==> config.mk <==
export PLATFORM = sky130hd
export DESIGN_NAME = if_fetch_unit
export DESIGN_NICKNAME = d
export VERILOG_FILES = /design/src/rtl/if_fetch_unit.sv
export SDC_FILE = /design/constraint.sdc
export NUM_CORES = 1
export LEC_CHECK = 0
export ABC_CLOCK_PERIOD_IN_PS = 2100
export BUFFER_PORTS_ARGS = -buffer_cell sky130_fd_sc_hd__buf_2
export CAP_MARGIN = 0
export CORE_AREA = 2 2 121 123
export CTS_BUF_LIST = sky130_fd_sc_hd__clkbuf_16
export CTS_CLUSTER_SIZE = 8
export DETAILED_ROUTE_END_ITERATION = 12
export DIE_AREA = 0 0 123 125
export GPL_ROUTABILITY_DRIVEN = 0
export PLACE_DENSITY = 0.86
export SYNTH_ARGS = -nofsm -noshare
export SYNTH_HDL_FRONTEND = slang
export SYNTH_SLANG_ARGS = --single-unit
==> constraint.sdc <==
create_clock -name clk -period 2.1 [get_ports clk]
set_input_delay 0.42 -clock clk [delete_from_list [all_inputs] [get_ports clk]]
set_output_delay 0.42 -clock clk [all_outputs]
set_load 0.05 [all_outputs]
==> src/rtl/if_fetch_unit.sv <==
// IF-stage fetch unit: owns the PC, fetches one instruction at a time from
// instruction memory over a req/ready handshake, and presents the held
// instruction to the IF/ID register. Handles branch/jump redirects and a
// fetch timeout that vectors to EXC_PC.
module if_fetch_unit #(
    parameter logic [31:0] RESET_PC      = 32'h80000000,
    parameter logic [31:0] EXC_PC        = 32'h80000004,
    parameter int          FETCH_TIMEOUT = 16
) (
    input  logic        clk,
    input  logic        reset,
    input  logic        IF_ID_Write,
    input  logic        redirect_valid,
    input  logic [31:0] redirect_pc,
    output logic        imem_req,
    output logic [31:0] imem_addr,
    input  logic        imem_ready,
    input  logic [31:0] imem_rdata,
    output logic [31:0] oNextPC,
    output logic [31:0] oInstruction,
    output logic        oValid,
    output logic        fetch_err
);

    localparam int CNT_W = (FETCH_TIMEOUT > 1) ? $clog2(FETCH_TIMEOUT) : 1;
    localparam logic [CNT_W-1:0] TMO_LAST = CNT_W'(FETCH_TIMEOUT - 1);
    localparam logic [31:0] NEXTPC_RST = 32'h80000000;

    typedef enum logic [1:0] {
        IDLE  = 2'd0,
        FETCH = 2'd1,
        DRAIN = 2'd2,
        HOLD  = 2'd3
    } state_t;

    state_t           state;
    logic [31:0]      pc;
    logic [CNT_W-1:0] wait_cnt;
    logic             timeout_hit;
    logic [31:0]      drain_pc;

    // PC + 4 that keeps the kernel bit (bit 31) and wraps the low 31 bits.
    function automatic logic [31:0] inc_pc(input logic [31:0] x);
        return {x[31], x[30:0] + 31'd4};
    endfunction

    assign timeout_hit = (wait_cnt == TMO_LAST);
    // A redirect arriving while draining still wins over the pc it redirected to.
    assign drain_pc    = redirect_valid ? redirect_pc : pc;

    // Fetch FSM with all outputs registered; imem_addr follows pc except in
    // DRAIN, where the outstanding request's address must stay on the bus.
    always_ff @(posedge clk) begin
        if (!reset) begin
            state        <= IDLE;
            pc           <= RESET_PC;
            wait_cnt     <= '0;
            imem_req     <= 1'b0;
            imem_addr    <= RESET_PC;
            oValid       <= 1'b0;
            oInstruction <= 32'h0;
            oNextPC      <= NEXTPC_RST;
            fetch_err    <= 1'b0;
        end else begin
            fetch_err <= 1'b0;
            case (state)
                IDLE: begin
                    state     <= FETCH;
                    pc        <= drain_pc;
                    imem_req  <= 1'b1;
                    imem_addr <= drain_pc;
                    wait_cnt  <= '0;
                end
                FETCH: begin
                    if (redirect_valid && imem_ready) begin
                        // Returned word belongs to the old path: drop it and
                        // restart immediately at the target.
                        pc        <= redirect_pc;
                        imem_addr <= redirect_pc;
                        wait_cnt  <= '0;
                    end else if (redirect_valid) begin
                        // Memory still owes us the old word; wait it out with
                        // the old address held.
                        pc       <= redirect_pc;
                        state    <= DRAIN;
                        wait_cnt <= '0;
                    end else if (imem_ready) begin
                        oValid       <= 1'b1;
                        oInstruction <= imem_rdata;
                        oNextPC      <= inc_pc(pc);
                        pc           <= inc_pc(pc);
                        imem_addr    <= inc_pc(pc);
                        imem_req     <= 1'b0;
                        state        <= HOLD;
                    end else if (timeout_hit) begin
                        fetch_err <= 1'b1;
                        pc        <= EXC_PC;
                        imem_addr <= EXC_PC;
                        imem_req  <= 1'b0;
                        state     <= IDLE;
                    end else begin
                        wait_cnt <= wait_cnt + CNT_W'(1);
                    end
                end
                DRAIN: begin
                    pc <= drain_pc;
                    if (imem_ready || timeout_hit) begin
                        // Stale data or an abandoned request: discard silently.
                        imem_addr <= drain_pc;
                        state     <= FETCH;
                        wait_cnt  <= '0;
                    end else begin
                        wait_cnt <= wait_cnt + CNT_W'(1);
                    end
                end
                HOLD: begin
                    if (redirect_valid) begin
                        pc           <= redirect_pc;
                        imem_addr    <= redirect_pc;
                        imem_req     <= 1'b1;
                        oValid       <= 1'b0;
                        oInstruction <= 32'h0;
                        state        <= FETCH;
                        wait_cnt     <= '0;
                    end else if (IF_ID_Write) begin
                        imem_addr    <= pc;
                        imem_req     <= 1'b1;
                        oValid       <= 1'b0;
                        oInstruction <= 32'h0;
                        state        <= FETCH;
                        wait_cnt     <= '0;
                    end
                end
                default: begin
                    state    <= IDLE;
                    imem_req <= 1'b0;
                end
            endcase
        end
    end

endmodule

Yosys cells after proc, flatten, opt, wreduce, memory -nomap -nowiden:

Cells that the tools add are included.

* $add $sub $neg: 2
* equal/unequal tests: 17
* reductions and logical operators: 14
* bitwise gates (word level): 4
* muxes and demuxes: 49

Operators with widths (count)
* 32-bit two-way mux: 16
* 32-bit case mux with 2 select lines: 2
* 32-bit case mux with 4 select lines: 1
* 31-bit by 3-bit adder with 31-bit output (second input constant): 1
* 4-bit two-way mux: 7
* 4-bit != test (second input constant): 5
* 4-bit case mux with 4 select lines: 1
* 2-bit two-way mux: 7
* 1-bit two-way mux: 12
* 4-bit AND reduction: 3
* 5-bit AND reduction: 2
* 3-bit != test (second input constant): 3
* 2-bit != test (second input constant): 4
* 2-bit case mux with 4 select lines: 1
* 5-bit != test (second input constant): 1
* 5-bit OR reduction: 1
* 4-bit by 1-bit adder with 4-bit output (second input constant): 1
* 2-bit == test (second input constant): 2
* 4-bit == test (second input constant): 1
* 1-bit inverter: 4
* 1-bit case mux with 3 select lines: 1
* 3-bit AND reduction: 1
* 3-bit nonzero test: 1
* 3-bit OR reduction: 1
* other kinds (7): 7

* logic and storage cells: 96
* bits in registers: 137

Depth between registers and ports, before layout:

Gate-level depths: netlist of the first run.

* word-level depth: 6
* mapped depth: 9
* gate-level depth less buffers: 7

Worst setup path before layout of the first run:

No wires, ideal clock.

* kind: reg2reg
* from: register pc[8]
* to: register imem_addr[30]
* setup slack: 0.092 ns
* stages on the path, launching flop included: 8
* setup time: 0.131 ns
* path buffers: 2
* period minus slack after synthesis: 2.008 ns
* arrival time: 1.877 ns
* required time: 1.969 ns
* cells stage by stage: dfxtp_1 clkbuf_2 nand4_4 or4_4 buf_6 nor4_4 mux2i_1 a31oi_1

* cells in the longest elaborated chain, start to end: 5

Ends and longest elaborated chain
* start, declared: RTL line 37 `logic [31:0] pc;`
* start signal, assigned: RTL line 69 `pc <= drain_pc;`
* start signal, assigned: RTL line 78 `pc <= redirect_pc;`
* start signal, assigned: RTL line 84 `pc <= redirect_pc;`
* 31-bit by 3-bit adder with 31-bit output: RTL line 44 `return {x[31], x[30:0] + 31'd4};`
* 32-bit two-way mux: RTL line 87 `end else if (imem_ready) begin`
* 32-bit two-way mux: RTL line 81 `end else if (redirect_valid) begin`
* 32-bit two-way mux: RTL line 75 `if (redirect_valid && imem_ready) begin`
* 32-bit case mux with 4 select lines: RTL line 66 `case (state)`
* end signal, assigned: RTL line 71 `imem_addr <= drain_pc;`
* end signal, assigned: RTL line 79 `imem_addr <= redirect_pc;`
* end signal, assigned: RTL line 92 `imem_addr <= inc_pc(pc);`
* end, declared: RTL line 16 `output logic [31:0] imem_addr,`

Every way passes these cells. The select of a mux whose other input is x is not followed.
A chain may end at the register's enable or synchronous reset.

Worst setup path after layout of the first run:

* from: register pc[2]
* to: register imem_addr[23]

Same word-level chain as after synthesis.

==> out/metrics.cfg, run 1 <==
[sta]
timing.final.crit_period_ns = 2.12
max_freq_mhz = 472
setup_violations = 1
drv_slew = 0
tns_ns = -0.0176
hold_violations = 0
tightest_slew_ns = 0.754
setup_ws_ns = -0.0176
clock_skew_ns = 0.00938
fin_crit_sh_pct = 101
whs_ns = 0.258
relSlewSlack_pct = 49.6

[synth]
synth_fa_ha_area_share_pct = 1.13
syn_inst = 821
synth-simple-area-share_pct = 22.1
netlist_area_sq_um = 6670
postSynthAreaPerCell_sq_um = 8.12
synth_top_area_cell = dfxtp_1
ys.flop_type = dfxtp_1
ys_ff_latch = 137
synth_edf_count = 0
synthXorXnorAreaFrac_pct = 2.10
synth_top_family_by_area = compound AO/OA/AOI/OAI gates
async_flop_share_pct = 0
synth.top_cell.area_share_pct = 41.1
ys_types = 69
synthTopCellsByArea = dfxtp_1, a21oi_1, nand2_1
synthMuxAreaShare_pct = 0.788
synth_compound_area_share_pct = 26.3
yosysWarningCount = 0
ys_seq_area_share_pct = 41.1
synth.net_count = 896

[worst_setup_path]
rr_worst_depth = 5
cp_slowest_cell = or4_1
endpoint_kind = register
timing.rr.end = imem_addr[23]
rrSetupSlack_ns = -0.02
reg2reg_from = pc[2]
worstSetupPathType = register to register
path_max_fanout = 6
cp.arrival_ns = 2.46
crit_path_start_kind = register
worstPathCellList = nand2_1 -> or4_1 -> o41ai_2 -> a31oi_1 -> a211oi_1
slowest_delay_ns = 0.62
worst_ep_required_time_ns = 2.44

[clock_network]
worstSkewPairLatency_ns = 0.43
cts-htree-levels = 4
cts_setup_buffers = 0
cts_root_buf = clkbuf_16
cts_made_buffers = 17
cts_tree = built
clkSinkCount = 137
hold_buffers = 0
clk_path_buf_depth = 2
clk_pin_slew_ns = 0.05

[route]
ant_nets = 0
firstDrtPassIters = 9
vias_per_cell = 6.02
drt_first_iter_violations = 708
route.vias.total = 7278
drc = 0
wire_per_inst_um = 18.2
drt_wl_total_um = 21900

[floorplanning]
die_y_um = 125
die_w_um = 123
initial_core_util_pct = 46.9
fp-row-count = 44
design.core.area_sq_um = 14200
ios = 168
die_area_sq_um = 15400

[layout]
fin_cells = 1208
mostFrequentLayoutCell = buf_2
insertedDiodeCount = 0
layout-drive-gt1-share_pct = 30.9
syn_to_final_growth_pct = 30.2
final_cell_mix = buf_2, dfxtp_1, a21oi_1, nand2_1, buf_4
fin_nets = 1089

[global_routing]
grt_antenna_before_repair = 1
grt_overflow = 0
grt_pass1_vias = 7009
grt_usage_pct = 28.5
grt_max_degree = 62
grt_pass1_wl_um = 34700

[job]
cap_violations = 0

[place]
numPortBuffers = 167
dp_hpwl_um = 15200
preCtsSetupSlack_ns = -0.250
placedCellCount = 1179

[worst_hold_path]
hold_depth = 3
holdCritPathClass = input pin to register
min_to = oInstruction[14]
hp-start = imem_rdata[14]

[power_and_ir_drop]
total_power_uw = 7360
vdd_drop_max_v = 0.000581
leakage_uw = 0.00359
power_density_nw_per_um2 = 848

[run_status]
status = finished, violations left
violations = setup timing

flip-flops by register name, indices dropped and copies added, names as in the netlist:
name          count
oValid            1
oInstruction     32
fetch_err         1
imem_req          1
state             2
pc               32
imem_addr        32
wait_cnt          4
oNextPC          32
cell families after synthesis:
kind of cell / after synthesis
AO/OA/AOI/OAI: 285
buffers and inverters: 88
AND/OR/NAND/NOR: 284
flip-flops: 137
adder cells (fa/ha/maj): 6
XOR/XNOR: 16
multiplexers: 5
report_power, final:
group | leakage, uW | switching [uW] | internal [uW]
Sequential | 0.00112 | 122 | 2790
Clock | 0.000250 | 1090 | 1580
Combinational | 0.00222 | 1210 | 579
Total | 0.00359 | 2420 | 4940
Yosys cell counts (4+ instances only):
cell type	n
nor2_1	52
clkbuf_1	53
xor2_1	5
clkbuf_8	6
a21boi_0	6
nor3_1	12
nand4_1	12
a311oi_1	6
buf_1	6
ha_1	6
or3_1	4
o41ai_1	7
inv_1	9
o31a_1	5
dfxtp_1	137
nor4_1	10
nand2b_1	5
o21ai_0	64
a22oi_1	14
and2_1	7
buf_2	6
nand2_1	90
a31oi_1	16
a2bb2oi_1	4
a211oi_1	11
nand3b_1	32
a31o_2	4
xnor2_1	11
nand3_1	29
a221oi_1	14
nor2b_1	7
and3_1	4
and4_1	4
a21oi_1	109
area by class of cell:
cell class	count	area, sq um
fillers	1206	5520
multi-input cells	596	3590
flip-flops and latches	137	2750
repair buffers	251	1550
clock buffers	17	425
well taps	184	230
clock inverters	12	90.1
inverters	11	41.3
metal layers:
layer  wire (um)  vias up  track usage, %
met5          13        -               0
met2       10500      412            47.2
met1        8370     3396            33.1
met4         852        2            13.2
met3        2200       78            9.17
li1            -     3390               -
critical path: cells and delay by family, from the launching register on:
| family | cells | cell delay [ns] |
|---|---|---|
| AO/OA/AOI/OAI | 3 | 0.84 |
| AND/OR/NAND/NOR | 2 | 0.80 |
| flip-flops | 1 | 0.39 |
timing repair:
| action | 4_1_cts | 5_1_grt |
|---|---|---|
| pin swaps | 0 | 2 |
| resized for setup | 2 | 26 |
| cloned | 0 | 0 |
| endpoints found under the hold margin | 0 | 0 |
| setup endpoints to repair | 24 | 114 |
worst max-delay path by stage:
| stage | startpoint | end |
|---|---|---|
| finish | pc[2] | imem_addr[23] |
| global route | pc[7] | imem_addr[15] |
| CTS | state[0] | imem_addr[20] |
| detailed placement | state[0] | imem_addr[2] |
| global placement | state[0] | imem_addr[2] |
| floorplan | pc[8] | imem_addr[30] |
metrics by stage:
| stage | area [sq um] | utilization [%] |
|---|---|---|
| floorplan | 6670 | - |
| global placement | 8050 | 56.7 |
| detailed placement | 8050 | 56.7 |
| CTS | 8580 | 60.4 |
| global route | 8680 | 61.1 |
| finish | 8680 | 61.1 |
Note: power is estimated with default switching activity, not from simulation.
==> run 2, diff against run 1 <==
--- a/config.mk
+++ b/config.mk
@@ -6,13 +6,15 @@
 export NUM_CORES = 1
 export LEC_CHECK = 0
 export ABC_CLOCK_PERIOD_IN_PS = 2100
-export BUFFER_PORTS_ARGS = -buffer_cell sky130_fd_sc_hd__buf_2
+export BUFFER_PORTS_ARGS = -buffer_cell sky130_fd_sc_hd__clkbuf_2
 export CAP_MARGIN = 0
-export CORE_AREA = 2 2 121 123
+export CELL_PAD_IN_SITES_DETAIL_PLACEMENT = 1
+export CELL_PAD_IN_SITES_GLOBAL_PLACEMENT = 1
+export CORE_AREA = 2 2 142 144
 export CTS_BUF_LIST = sky130_fd_sc_hd__clkbuf_16
 export CTS_CLUSTER_SIZE = 8
 export DETAILED_ROUTE_END_ITERATION = 12
-export DIE_AREA = 0 0 123 125
+export DIE_AREA = 0 0 144 146
 export GPL_ROUTABILITY_DRIVEN = 0
 export PLACE_DENSITY = 0.86
 export SYNTH_ARGS = -nofsm -noshare
==> run 2 against run 1 <==
The run now ends clean. Via count increased by 2.0%. Non-clock buffer count increased by 17. Worst setup slack better by 0.049 ns. Maximum frequency grew 2.4%. Core utilization fell by 14 points. First-iteration DRC count is 33% lower. Global-route usage is 3.0 points lower. Routed wire length grew 22%. Register-to-register slack gained 0.05 ns. Sequential cell count unchanged. Count of clock-buffer cells in the layout unchanged. Highest routed layer is now met4. Largest cell class unchanged. Worst hold slack worse by 0.031 ns.
==> out/metrics.cfg, run 2 (same netlist as run 1, synthesis figures left out) <==
[run_status]
status = finished, final reports clean

[layout]
final_cell_mix = clkbuf_2, dfxtp_1, a21oi_1, buf_4, nand2_1
layout-drive-gt1-share_pct = 32.5  ; +1.6 points
insertedDiodeCount = 0  ; unchanged
fin_nets = 1106  ; +1.6%
multiInputGateArea_sq_um = 3600  ; +0.17%
syn_to_final_growth_pct = 35.2
fill_cells = 2380  ; +97%
mostFrequentLayoutCell = clkbuf_2
fin_cells = 1309  ; +8.4%
fin_util_pct = 46.6  ; -14 points
regArea_sq_um = 2750  ; unchanged

[route]
drc = 0  ; unchanged
ant_nets = 0  ; unchanged
firstDrtPassIters = 5  ; -4
route.vias.total = 7423  ; +2.0%
drt_first_iter_violations = 475  ; -33%
drt_wl_total_um = 26700  ; +22%
vias_per_cell = 5.67  ; -5.9%
wire_per_inst_um = 20.4  ; +12%

[sta]
clock_skew_ns = 0.00902  ; -0.000362 ns
tightest_slew_ns = 0.593  ; -0.161 ns
drv_slew = 0  ; unchanged
timing.final.crit_period_ns = 2.07  ; -0.0492 ns
max_freq_mhz = 483  ; +2.4%
fin_crit_sh_pct = 98.5  ; -2.3 points
setup_violations = 0  ; -1
relSlewSlack_pct = 60.3  ; +11 points
hold_violations = 0  ; unchanged

[clock_network]
hold_buffers = 0  ; unchanged
cts-htree-levels = 4  ; unchanged
clkSinkCount = 137  ; unchanged
cts_root_buf = clkbuf_16
cts_made_buffers = 17  ; unchanged
cts_tree = built
clk_path_buf_depth = 2  ; unchanged
clk_pin_slew_ns = 0.06  ; about the same
worstSkewPairLatency_ns = 0.44  ; about the same

[power_and_ir_drop]
p_sw_share_pct = 34.1  ; +1.3 points
pwr-share-seq_pct = 37.4  ; -2.1 points
vdd_drop_max_v = 0.000612  ; +5.3%
leakage_uw = 0.00365  ; +1.5%
p_sw_uw = 2660  ; +10%
intPower_uw = 5140  ; +4.1%
clockPowerShare_pct = 38.6  ; +2.4 points
pwr-share-comb_pct = 24.0  ; -0.3 points
power_density_nw_per_um2 = 866  ; +2.1%

[global_routing]
grt_pass1_wl_um = 41600  ; +20%
grt_antenna_before_repair = 0  ; -1
grt_pass1_vias = 7801  ; +11%
grt_overflow = 0  ; unchanged
grt_max_degree = 38  ; -39%
grt_usage_pct = 25.4  ; -3.0 points

[floorplanning]
ios = 168  ; unchanged
die_y_um = 146  ; +17%
fp-row-count = 51  ; +16%
die_area_sq_um = 21000  ; +37%
design.core.area_sq_um = 19300  ; +36%
die_w_um = 144  ; +17%
initial_core_util_pct = 34.5  ; -12 points

[worst_setup_path]
cp_slowest_cell = or4_4
crit_path_start_kind = register
cp.arrival_ns = 2.43  ; -0.03 ns
path_buf_inv = 1  ; +1
path_max_fanout = 6  ; unchanged
worstPathCellList = nand4_4 -> or4_4 -> buf_4 -> o41ai_1 -> o21ai_0 -> a21oi_1
cp_top_family = simple AND/OR/NAND/NOR gates
endpoint_kind = register
worstSetupPathType = register to register
slowest_delay_ns = 0.59  ; -0.03 ns
worst_ep_required_time_ns = 2.46  ; +0.02 ns

[place]
placedCellCount = 1275  ; +8.1%
dp_hpwl_um = 19200  ; +26%
numPortBuffers = 167  ; unchanged

[worst_hold_path]
holdCritPathClass = input pin to register

[job]
cap_violations = 0  ; unchanged

## run 2: final timing paths
path                                       start                to  slack [ns]  cells after the start
worst max-delay path                      pc[10]            pc[22]        0.03                      6
worst min-delay path              imem_rdata[15]  oInstruction[15]        0.23                      3
worst max register to register            pc[10]            pc[22]        0.03                      6
worst min register to register  oInstruction[15]  oInstruction[15]        0.45                      2
## run 2: what timing repair did
| action | 4_1_cts | 5_1_grt |
|---|---|---|
| buffers inserted | 0 | 2 |
| pin swaps | 0 | 1 |
| gates resized for setup | 2 | 22 |
| setup endpoints to repair | 2 | 83 |
## run 2: tightest hold or removal path, stage by stage
cell and delay, ns:
clkbuf_2 0.08, nand3b_1 0.07, a21oi_1 0.06
## run 2: metrics by stage
| step | hold slack [ns] | TNS, ns | total power, uW | area [sq um] | worst slack, ns |
|---|---|---|---|---|---|
| global route | 0.212 | -0.0622 | 8110 | 9010 | -0.0471 |
| finish | 0.228 | 0 | 7810 | 9010 | 0.0316 |
| CTS | 0.215 | 0 | 7800 | 8910 | 0.0223 |
| detailed placement | 0.447 | -0.0416 | 4790 | 8330 | -0.0212 |
| global placement | 0.437 | 0 | 4730 | 8330 | 0.0853 |
| floorplan | 0.441 | 0 | 4100 | 6670 | 0.0916 |
## run 2: area by class of cell
cell class,instances,share of cell area (%)
Clock buffer,17,4.72
Clock inverter,15,1.68
Multi-Input combinational cell,596,39.9
Inverter,11,0.458
Timing Repair Buffer,268,19.1
Tap cell,265,3.68
Sequential cell,137,30.5
## run 2: metal layers
| layer | GRT usage [%] | part of all wire (%) | routed length, um | up-vias |
|---|---|---|---|---|
| met5 | 0 | 0 | 0 | - |
| met3 | 7.11 | 6.6 | 1750 | 81 |
| li1 | - | - | - | 3418 |
| met4 | 12.5 | 3.9 | 1050 | 0 |
| met2 | 43.4 | 50 | 13400 | 306 |
| met1 | 28.9 | 40 | 10600 | 3618 |
## run 2: power groups by stage
stage          clock (uW)  combinational [uW]  sequential [uW]
4_1_cts              3050                1840             2910
5_1_grt              3170                2000             2940
3_5_place_dp            0                1820             2960
3_3_place_gp            0                1780             2960
2_1_floorplan           0                 721             3380
6_report             3010                1880             2920
==> run 3, diff against run 2 <==
--- a/config.mk
+++ b/config.mk
@@ -16,6 +16,8 @@
 export DETAILED_ROUTE_END_ITERATION = 12
 export DIE_AREA = 0 0 144 146
 export GPL_ROUTABILITY_DRIVEN = 0
+export GPL_TIMING_DRIVEN = 0
+export HOLD_SLACK_MARGIN = 0.05
 export PLACE_DENSITY = 0.86
 export SYNTH_ARGS = -nofsm -noshare
 export SYNTH_HDL_FRONTEND = slang
==> run 3 against run 2 <==
The flow now finishes with violations (setup timing). Clock skew rose by 0.0023 ns. Via count grew 3.3%. Die area did not move. Sequential power barely moved. Maximum frequency down 6.2%. Core utilization decreased by 0.052 points. Clock power up 2%. Largest power group unchanged.
==> out/metrics.cfg, run 3 (same netlist as run 1, synthesis figures left out) <==
[global_routing]
grt_pass1_vias = 7872  ; +0.91%
grt_overflow = 0  ; unchanged
grt_antenna_before_repair = 0  ; unchanged
grt_pass1_wl_um = 43500  ; +4.6%
grt_usage_pct = 26.9  ; +1.4 points
grt_max_degree = 17  ; -55%

[worst_setup_path]
worstSetupPathType = register to register
path_depth = 7  ; +1
crit_path_start_kind = register
cp_slowest_cell = nor4_4
cp_top_family = simple AND/OR/NAND/NOR gates
endpoint_kind = register
rrSetupSlack_ns = -0.11  ; -0.14 ns
rr_worst_depth = 7  ; +1
slowest_delay_ns = 0.46  ; -0.13 ns
reg2reg_from = pc[4]
timing.rr.end = pc[23]
cp.arrival_ns = 2.52  ; +0.09 ns
worstPathCellList = buf_2 -> nand3_4 -> nor4_4 -> buf_6 -> nand4_1 -> a31oi_2 -> a21oi_1
worst_ep_required_time_ns = 2.42  ; -0.04 ns
cp-startpoint = pc[4]
path_buf_inv = 2  ; +1
path_max_fanout = 10  ; +4
cp-endpoint = pc[23]

[layout]
fill_cells = 2306  ; -3.1%
mostFrequentLayoutCell = clkbuf_2
final_cell_mix = clkbuf_2, dfxtp_1, a21oi_1, nand2_1, o21ai_0
fin_nets = 1092  ; -1.3%
syn_to_final_growth_pct = 35.1
fin_area_sq_um = 9000  ; -0.11%
insertedDiodeCount = 0  ; unchanged
multiInputGateArea_sq_um = 3860  ; +7.2%
fin_cells = 1295  ; -1.1%
regArea_sq_um = 2760  ; +0.68%
layout-drive-gt1-share_pct = 33.5  ; +1.0 points

[power_and_ir_drop]
vdd_drop_max_v = 0.000660  ; +7.9%
power_density_nw_per_um2 = 876  ; +1.2%
leakage_uw = 0.00355  ; -2.5%
total_power_uw = 7890  ; +1.1%

[clock_network]
cts-htree-levels = 4  ; unchanged
hold_buffers = 0  ; unchanged
cts_tree = built
cts_root_buf = clkbuf_16
clkSinkCount = 137  ; unchanged
cts_made_buffers = 17  ; unchanged
clk_pin_slew_ns = 0.07  ; about the same
clk_path_buf_depth = 2  ; unchanged
worstSkewPairLatency_ns = 0.44  ; about the same

[sta]
drv_slew = 0  ; unchanged
tns_ns = -0.205  ; -0.205 ns
setup_ws_ns = -0.106  ; -0.137 ns
clock_skew_ns = 0.0113  ; +0.00225 ns
tightest_slew_ns = 0.773  ; +0.180 ns
fin_crit_sh_pct = 105  ; +6.5 points
max_freq_mhz = 453  ; -6.2%
relSlewSlack_pct = 48.5  ; -12 points
setup_violations = 3  ; +3
rsz0062_at_grt = yes
hold_violations = 0  ; unchanged
timing.final.crit_period_ns = 2.21  ; +0.137 ns

[floorplanning]
ios = 168  ; unchanged
die_area_sq_um = 21000  ; unchanged
die_w_um = 144  ; unchanged
fp-row-count = 51  ; unchanged
die_y_um = 146  ; unchanged
design.core.area_sq_um = 19300  ; unchanged
initial_core_util_pct = 34.5  ; unchanged

[run_status]
violations = setup timing
status = finished, violations left

[route]
drt_first_iter_violations = 593  ; +25%
drt_wl_total_um = 29200  ; +9.3%
route.vias.total = 7671  ; +3.3%
firstDrtPassIters = 7  ; +2
vias_per_cell = 5.92  ; +4.5%
wire_per_inst_um = 22.6  ; +11%
drc = 0  ; unchanged
ant_nets = 0  ; unchanged

[worst_hold_path]
holdCritPathClass = input pin to register

[job]
cap_violations = 0  ; unchanged

[place]
numPortBuffers = 165  ; -1.2%
placed_area_sq_um = 7820  ; -6.1%
preCtsSetupSlack_ns = -1.32  ; -1.30 ns
dp_hpwl_um = 19600  ; +2.3%
placedCellCount = 1251  ; -1.9%

-- run 3: changes by cell type in the layout (fill, tap and decap cells not counted), moves of 6 or more --
cell,delta
buf_4,-71
clkbuf_4,+7
clkbuf_1,+21
nand3_1,-7
buf_12,-9
dfxtp_2,+6
dfxtp_1,-9
buf_2,+6
clkbuf_2,+15
-- run 3: worst min path at each step --
| stage | startpoint | to | slack [ns] | cells after the start |
|---|---|---|---|---|
| finish | imem_rdata[18] | oInstruction[18] | 0.23 | 3 |
| global route | imem_rdata[21] | oInstruction[21] | 0.23 | 3 |
| CTS | imem_rdata[31] | oInstruction[31] | 0.22 | 3 |
| detailed placement | oNextPC[20] | oNextPC[20] | 0.45 | 2 |
| global placement | oInstruction[20] | oInstruction[20] | 0.44 | 2 |
| floorplan | pc[31] | oNextPC[31] | 0.44 | 2 |
-- run 3: worst min-delay path, stage by stage --
cell and delay (ns):
clkbuf_2 0.08, nand3b_1 0.07, a21oi_1 0.06
-- run 3: report_power, final --
part | switching [uW] | internal (uW) | leakage, uW | total, uW
logic | 1330 | 557 | 0.00215 | 1890
registers | 154 | 2780 | 0.00113 | 2940
clock network | 1380 | 1680 | 0.000279 | 3060
-- run 3: layout make-up --
| class | count | share of cell area (%) |
|---|---|---|
| Clock buffer | 17 | 4.72 |
| Clock inverter | 15 | 1.76 |
| Inverter | 11 | 0.514 |
| Tap cell | 265 | 3.68 |
| Sequential cell | 137 | 30.7 |
| Buffer | 69 | 4.85 |
| Timing Repair Buffer | 184 | 10.9 |
| Multi-Input combinational cell | 597 | 42.9 |
-- run 3: layer usage --
metal	GRT usage [%]	up-vias	part of all wire [%]
li1	-	3399	-
met2	44.7	437	49
met1	31.4	3722	38
met3	6.91	113	8.8
met4	14.5	0	4.8
met5	0	-	0
-- run 3: through the flow --
stage,utilization [%],hold WS [ns]
finish,46.6,0.228
global route,46.6,0.233
CTS,45.3,0.224
detailed placement,40.5,0.447
global placement,40.5,0.437
floorplan,-,0.441
-- run 3: timing repair --
item | CTS | global route
gates cloned | 0 | 1
setup buffers | 12 | 7
resized for setup | 84 | 71
pin swaps | 8 | 7
endpoints found under the setup margin | 131 | 88
